File: src/rtl/mux_arb_pkg.sv
// Shared constants, state type and sizing helper
// for the 16-input mux arbiter.
package mux_arb_pkg;

    localparam int NR_REQ = 16;
    localparam int SEL_W  = 4;

    typedef enum logic [1:0] {
        IDLE,
        OWN,
        GAP
    } arbStateT;

    function automatic int holdW(input int maxHold);
        int w;
        w = $clog2(maxHold + 1);
        return (w < 1) ? 1 : w;
    endfunction

endpackage

File: src/rtl/rr_pick16.sv
// Rotate-priority encoder: first set request at or
// above ptr, wrapping 15 -> 0.
module rr_pick16
    import mux_arb_pkg::*;
(
    input  logic [NR_REQ-1:0] req,
    input  logic [SEL_W-1:0]  ptr,
    output logic              found,
    output logic [SEL_W-1:0]  idx
);

    logic [SEL_W-1:0] cand;

    // Walk offsets high to low so the smallest offset wins.
    always_comb begin
        found = 1'b0;
        idx   = ptr;
        cand  = ptr;
        for (int i = NR_REQ - 1; i >= 0; i--) begin
            cand = ptr + SEL_W'(i);
            if (req[cand]) begin
                found = 1'b1;
                idx   = cand;
            end
        end
    end

endmodule

File: src/rtl/mux_arbiter_16.sv
// Round-robin owner arbiter for the 16-input mux with
// bounded hold and a one-cycle break-before-make gap.
module mux_arbiter_16
    import mux_arb_pkg::*;
#(
    parameter int MAX_HOLD = 8
) (
    input  logic              clk,
    input  logic              rst_n,
    input  logic [NR_REQ-1:0] req,
    input  logic              release_i,
    output logic [SEL_W-1:0]  sel,
    output logic              mux_en,
    output logic [NR_REQ-1:0] grant,
    output logic              busy
);

    localparam int CW = holdW(MAX_HOLD);
    localparam bit HOLD_ON = (MAX_HOLD != 0);
    localparam logic [CW-1:0] HOLD_LAST =
        HOLD_ON ? CW'(MAX_HOLD - 1) : '0;

    arbStateT          state, stateNext;
    logic [SEL_W-1:0]  ptr, ptrNext;
    logic [CW-1:0]     cnt, cntNext;
    logic [SEL_W-1:0]  selNext;
    logic [NR_REQ-1:0] grantNext;
    logic              muxEnNext;
    logic              busyNext;

    logic              found;
    logic [SEL_W-1:0]  winner;
    logic              contended;
    logic              exitOwn;

    rr_pick16 uPick (
        .req   (req),
        .ptr   (ptr),
        .found (found),
        .idx   (winner)
    );

    // grant is one-hot of sel while owning, so this masks the owner.
    assign contended = |(req & ~grant);
    assign exitOwn   = release_i || !req[sel] ||
                       (HOLD_ON && cnt == HOLD_LAST && contended);

    always_comb begin
        stateNext = state;
        ptrNext   = ptr;
        cntNext   = cnt;
        selNext   = sel;
        grantNext = grant;
        muxEnNext = mux_en;
        busyNext  = busy;
        unique case (state)
            IDLE, GAP: begin
                if (found) begin
                    stateNext = OWN;
                    selNext   = winner;
                    grantNext = NR_REQ'(1) << winner;
                    muxEnNext = 1'b1;
                    busyNext  = 1'b1;
                    cntNext   = '0;
                end else begin
                    stateNext = IDLE;
                    grantNext = '0;
                    muxEnNext = 1'b0;
                    busyNext  = 1'b0;
                end
            end
            OWN: begin
                if (exitOwn) begin
                    stateNext = GAP;
                    ptrNext   = sel + SEL_W'(1);
                    grantNext = '0;
                    muxEnNext = 1'b0;
                    busyNext  = 1'b0;
                end else if (cnt != HOLD_LAST) begin
                    cntNext = cnt + CW'(1);
                end
            end
            default: begin
                stateNext = IDLE;
                grantNext = '0;
                muxEnNext = 1'b0;
                busyNext  = 1'b0;
            end
        endcase
    end

    always_ff @(posedge clk or negedge rst_n) begin
        if (!rst_n) begin
            state  <= IDLE;
            ptr    <= '0;
            cnt    <= '0;
            sel    <= '0;
            grant  <= '0;
            mux_en <= 1'b0;
            busy   <= 1'b0;
        end else begin
            state  <= stateNext;
            ptr    <= ptrNext;
            cnt    <= cntNext;
            sel    <= selNext;
            grant  <= grantNext;
            mux_en <= muxEnNext;
            busy   <= busyNext;
        end
    end

endmodule

File: config.mk
export PLATFORM = sky130hd
export DESIGN_NAME = mux_arbiter_16
export DESIGN_NICKNAME = d
export VERILOG_FILES = /design/src/rtl/mux_arb_pkg.sv /design/src/rtl/rr_pick16.sv /design/src/rtl/mux_arbiter_16.sv
export SDC_FILE = /design/constraint.sdc
export NUM_CORES = 1
export LEC_CHECK = 0
export CORE_MARGIN = 2
export CORE_UTILIZATION = 35
export DETAILED_ROUTE_END_ITERATION = 12
export SETUP_SLACK_MARGIN = 0.2
export SYNTH_ARGS = -nofsm -noshare
export SYNTH_HDL_FRONTEND = slang
export SYNTH_SLANG_ARGS = --single-unit
export TNS_END_PERCENT = 5
File: constraint.sdc
create_clock -name clk -period 4.57 [get_ports clk]
set_clock_uncertainty 0.15 [all_clocks]
set_input_delay 1.371 -clock clk [delete_from_list [all_inputs] [get_ports clk]]
set_output_delay 1.371 -clock clk [all_outputs]
set_load 0.02 [all_outputs]
======== Word-level counts from Yosys, hierarchy flattened ========
Cells that the tools add are included.
word-level totals
  register bits after elaboration ......... 31
  bits of input ports ..................... 19
  output and inout bits ................... 22
  word-level logic and storage cells ...... 141
cells by class
  $add $sub $neg .......................... 17
  $lt $le $gt $ge ......................... 17
  equal/unequal tests ..................... 8
  shift-type cells ........................ 1
  muxes and demuxes ....................... 79
  bitwise logic cells ..................... 2
  reduce and logical (&&, ||, !) cells .... 11
operators by type and width
  kind                    count
  $lt A4 B5 Y1 const B    17
  $mux W4                 19
  $bmux W1 S4             17
  $mux W1                 36
  $add A4 B4 Y4 const B   8
  $mux W16                2
  $pmux W16 S2            1
  $add A4 B3 Y4 const B   4
  $and A16 B16 Y16        1
  $not A16 Y16            1
  $reduce_or A16 Y1       1
  $shl A1 B4 Y16 const A  1
  $add A4 B1 Y4 const B   3
  $add A4 B2 Y4 const B   2
  $ne A2 B2 Y1 const B    4
  $pmux W4 S2             1
  $eq A4 B3 Y1 const B    1
  $ne A4 B3 Y1 const B    1
  $pmux W2 S2             1
  $reduce_and A2 Y1       2
  $reduce_and A4 Y1       1
  $eq A2 B1 Y1 const B    1
  $eq A2 B2 Y1 const B    1
  $logic_not A2 Y1        1
  7 further kinds         8

======== Depth between registers and ports, before layout ========
  word-level depth ........................ 22
  gate-level depth with buffers ........... 17
  mapped depth without buffers ............ 11

======== Cells and area by module ========
Synthesis repeated with hierarchy kept, for this count alone.
unflattened totals
  cell total of the unflattened synthesis .. 381
  area total of the unflattened synthesis .. 3,759.9 um2
by module, submodules not included
  module          instances  cells an instance  area an instance (um2)  sequential area each (um2)
  rr_pick16       1          244                2,193.4                 0.0
  mux_arbiter_16  1          137                1,566.5                 750.7

======== Least setup slack after synthesis ========
No wires, ideal clock.
  path type ............................... register to register
  start point ............................. reg ptr[1]
  end point ............................... reg grant[15]
  setup time .............................. 122 ps
  arrival ................................. 4,161 ps
  data required time ...................... 4,298 ps
  path slack .............................. 137 ps
  cell stages (with the launch flop) ...... 17
  cell sequence ........................... dfrtp_1 -> buf_6 -> buf_6 -> buf_2 -> clkinv_1 -> ha_1 -> buf_2 -> clkbuf_1 -> mux4_2 -> mux2_2 -> mux2i_1 -> mux2_1 -> a31oi_1 -> o21ai_1 -> a211oi_1 -> o21ai_1 -> a32o_1
on the way
  cells in the longest elaborated chain, start to end .. 22
ends and longest elaborated chain
  element                        line                   text
  from (decl)                    mux_arbiter_16.sv:24   logic [SEL_W-1:0] ptr, ptrNext;
  from (signal assigned)         mux_arbiter_16.sv:103  ptr <= ptrNext;
  $add A4 B4 Y4                  rr_pick16.sv:20        cand = ptr + SEL_W'(i);
  $bmux W1 S4                    rr_pick16.sv:21        if (req[cand]) begin
  $mux W1 (implied by the code)  rr_pick16.sv:21
  $mux W4 (16 in series)         rr_pick16.sv:21
  $shl A1 B4 Y16                 mux_arbiter_16.sv:61   grantNext = NR_REQ'(1) << winner;
  $mux W16 (*)                   mux_arbiter_16.sv:58   if (found) begin
  $pmux W16 S2 (*)               mux_arbiter_16.sv:56   unique case (state)
  to (signal assigned)           mux_arbiter_16.sv:106  grant <= grantNext;
  to (decl)                      mux_arbiter_16.sv:14   output logic [NR_REQ-1:0] grant,
Mark *: on every way between the ends. The rest lies on a longest branch, timed or not. The select of a mux whose other input is x is not followed.
A chain may end at the register's enable or synchronous reset.

======== Final worst setup path ========
  start point ............................. in req[2]
  end point ............................... reg grant[5]
on the way
  cells in the longest elaborated chain, start to end .. 21
ends and longest elaborated chain
  element                        line                  text
  from (decl)                    mux_arbiter_16.sv:10  input logic [NR_REQ-1:0] req,
  $bmux W1 S4                    rr_pick16.sv:21
  $mux W1 (implied by the code)  rr_pick16.sv:21
  $mux W4 (16 in series)         rr_pick16.sv:21
  $shl A1 B4 Y16                 mux_arbiter_16.sv:61
  $mux W16                       mux_arbiter_16.sv:58
  $pmux W16 S2                   mux_arbiter_16.sv:56
Parallel ways exist; a longest one is shown, timed or not. The select of a mux whose other input is x is not followed.

==> metrics.md <==
| Metric | Value |
|---|---|
| Status | finished, final reports clean |
| Syn Std Cell Area | 4100 µm² |
| Crit Path Max Fanout | 9 |
| Gr ovfl total | 0 |
| Initial core utilization | 35.9% |
| Top Ports | just over 40 |
| ANT nets after route | 0 |
| Hpwl dp | 11.1 mm |
| Register area share after synthesis | about a fifth |
| Placeable Area | 11400 µm² |
| DR vias/cell | 5.92 |
| Die Height | 112 µm |
| Vias in the first global route | around 4300 |
| CP Launch Point | req[2] |
| Layout cells sized above 1 | 42.1% |
| Worst setup SP type | input pin |
| Sink Count | 31 |
| Root Buffer | clkbuf_16 |
| Htree depth | 2 |
| DRC | 0 |
| Mapped Nets | 456 |
| F_max | around 230 MHz |
| Nets | slightly below 600 |
| Final Hold Fails | 0 |
| Hold/Removal Path Class | reg -> reg |
| Count of state elements after synthesis | 31 |
| Netlist cell types | 73 |
| DR vias | around 4100 |
| Crit end category | flop |
| Total CTS buffers | 5 |
| Tmin final | 4290 ps |
| CTS tree | yes |
| Area Overhead vs Synth | 34.9% |
| Initial DRC count | roughly 290 |
| Fin. max-slew vios | 0 |
| # hold bufs at CTS | 0 |
| Max Cap Viol | 0 |
| Highest-count cells in the layout ignoring fill and taps | buf_4 (101), mux4_2 (42), nand2_1 (37) |
| Synth Instances | approximately 430 |
| # fillers | roughly 1100 |
| IO buf count | 40 |
| Routed WL | about 15 mm |
| Number of flops mapped to enable cells by yosys | 0 |
| Clock-pin slew on the worst setup and hold paths | approximately 50 ps |
| Initial antenna violation count | 0 |
| Synthesis warning total | 0 |
| Beginning of the worst hold path | grant[7] |
| Critical path required time | about 4600 ps |
| Commonest non-fill, non-tap cell in the layout | buf_4 |
| Worst path cell trace | clkbuf_2 > mux4_2 > mux4_2 > nor3b_1 > a41oi_1 > a21oi_1 > nand4b_1 > buf_4 > a221oi_4 > nand3_2 > o31ai_2 |
| Synth Flop Type | dfrtp_1 |
| Setup violators final | 0 |
| Slowest library cell on the worst path | mux4_2 |
| Critical Path Most Common Cell | mux4_2 |
| Wire length per cell | between 20 and 25 µm |
| Worst-skew pair later-pin latency | 270 ps |
| Placed Area | 5310 µm² |
| Clock Tree Buf Depth | 2 |
| Total global-route track usage | approximately 23% |
| Critical path class | in -> reg |
| Cell Rows | 39 |
| Relative slew margins | about a fifth |
| Largest net degree at the start of global routing | 28 |
| Final period utilization | between 90 and 100% |
| Mean Syn Cell Area | 9.59 µm² |
| Crit path largest cell delay | ~570 ps |
| Ys async rst share | 100% |
| Worst-Margin Slew | between 1000 and 1500 ps |
| First-pass GRT wire length | ~23 mm |
| WP data arrival | about 4300 ps |
| Diodes inserted | 0 |
| Reg2reg start | ptr[1] |
| GPL Wtd Cong | 0.964 |
| Unrepaired setup endpoints after global routing | no |
| Die ar. | 12600 µm² |
| Design area | 5540 µm² |
| Die X | around 110 µm |
| First-pass DRT Iterations | 5 |
layout make-up:
type	instances	area [µm²]	share of cell area, %
Multi-Input combinational cell	350	3230	58.3
Timing Repair Buffer	145	1130	20.5
Clock buffer	5	125	2.26
Inverter	22	82.6	1.49
Tap cell	143	179	3.23
Clock inverter	3	15.0	0.271
Sequential cell	31	776	14.0
worst max-delay path: cells and delay by family:
family	cells	cell delay, ps
buffers and inverters	2	360
multiplexers	2	1090
AO/OA/AOI/OAI	4	980
AND/OR/NAND/NOR	3	530
stage by stage:
stage | utilization, % | setup slack [ps] | hold WS (ps) | setup TNS (ps) | instances
4_1_cts | 48.1 | 178 | 370 | 0 | 699
3_3_place_gp | 46.5 | -394 | 356 | -7370 | 684
3_5_place_dp | 46.5 | -431 | 359 | -7930 | 684
2_1_floorplan | - | 257 | 359 | 0 | 428
6_report | 48.5 | 278 | 375 | 0 | 699
5_1_grt | 48.5 | 223 | 404 | 0 | 699
sequential cells by signal, summed over array words and instances, names as in the netlist:
signal and cells:
busy 1, ptr 4, state 2, grant 16
cnt 4, sel 4
final timing paths:
kind                       endpoint  slack, ps  cells after the start
setup / recovery           grant[5]        280                     11
setup reg to reg           grant[8]        580                     13
hold reg to reg            grant[7]        370                      2
hold / removal             grant[7]        370                      2
min in group asynchronous    sel[2]       1350                      1
max in group asynchronous  grant[7]       2220                      2
kinds of logic (layout without fill, tap and decap cells):
| kind of cell | count (synthesis) | in the layout | share of synthesized area [%] |
|---|---|---|---|
| AND/OR/NAND/NOR | 138 | 138 | 17.3 |
| adder cells (fa/ha/maj) | 9 | 9 | 2.74 |
| flip-flops | 31 | 31 | 18.9 |
| XOR/XNOR | 14 | 14 | 2.99 |
| AO/OA/AOI/OAI | 105 | 106 | 18.1 |
| buffers and inverters | 48 | 175 | 5.27 |
| multiplexers | 83 | 83 | 34.6 |
cells in the mapped netlist (8+ instances only):
library cell  instances  share of area, %
a21oi_1              23               2.8
a32o_1                8               2.0
buf_2                 8              0.98
clkbuf_1             12               1.1
dfrtp_1              31                19
ha_1                  9               2.7
inv_1                18               1.6
mux2_2               20               5.5
mux2i_1              14               3.4
mux4_2               40                22
nand2_1              38               3.5
nand2b_1              8               1.2
nand3_1              14               1.7
nor2_1               31               2.8
o21ai_0              16               2.0
o31ai_1               9               1.6
xnor2_1               8               1.7
routing by layer:
| metal | wire length (µm) | global-route usage [%] |
|---|---|---|
| met1 | 6240 | 32.1 |
| met2 | 7070 | 38.1 |
| met3 | 863 | 2.43 |
| met4 | 424 | 7.32 |
| met5 | 0 | 0 |
repair_timing:
action	in CTS	in global routing
setup buffers	6	0
resized for setup	22	60
pin swaps	8	6
cloned	1	0
setup endpoints to repair	24	20
Power is left out: the tool's default activity adds up to more than one toggle a clock period on the data nets, which glitch-free logic cannot reach.
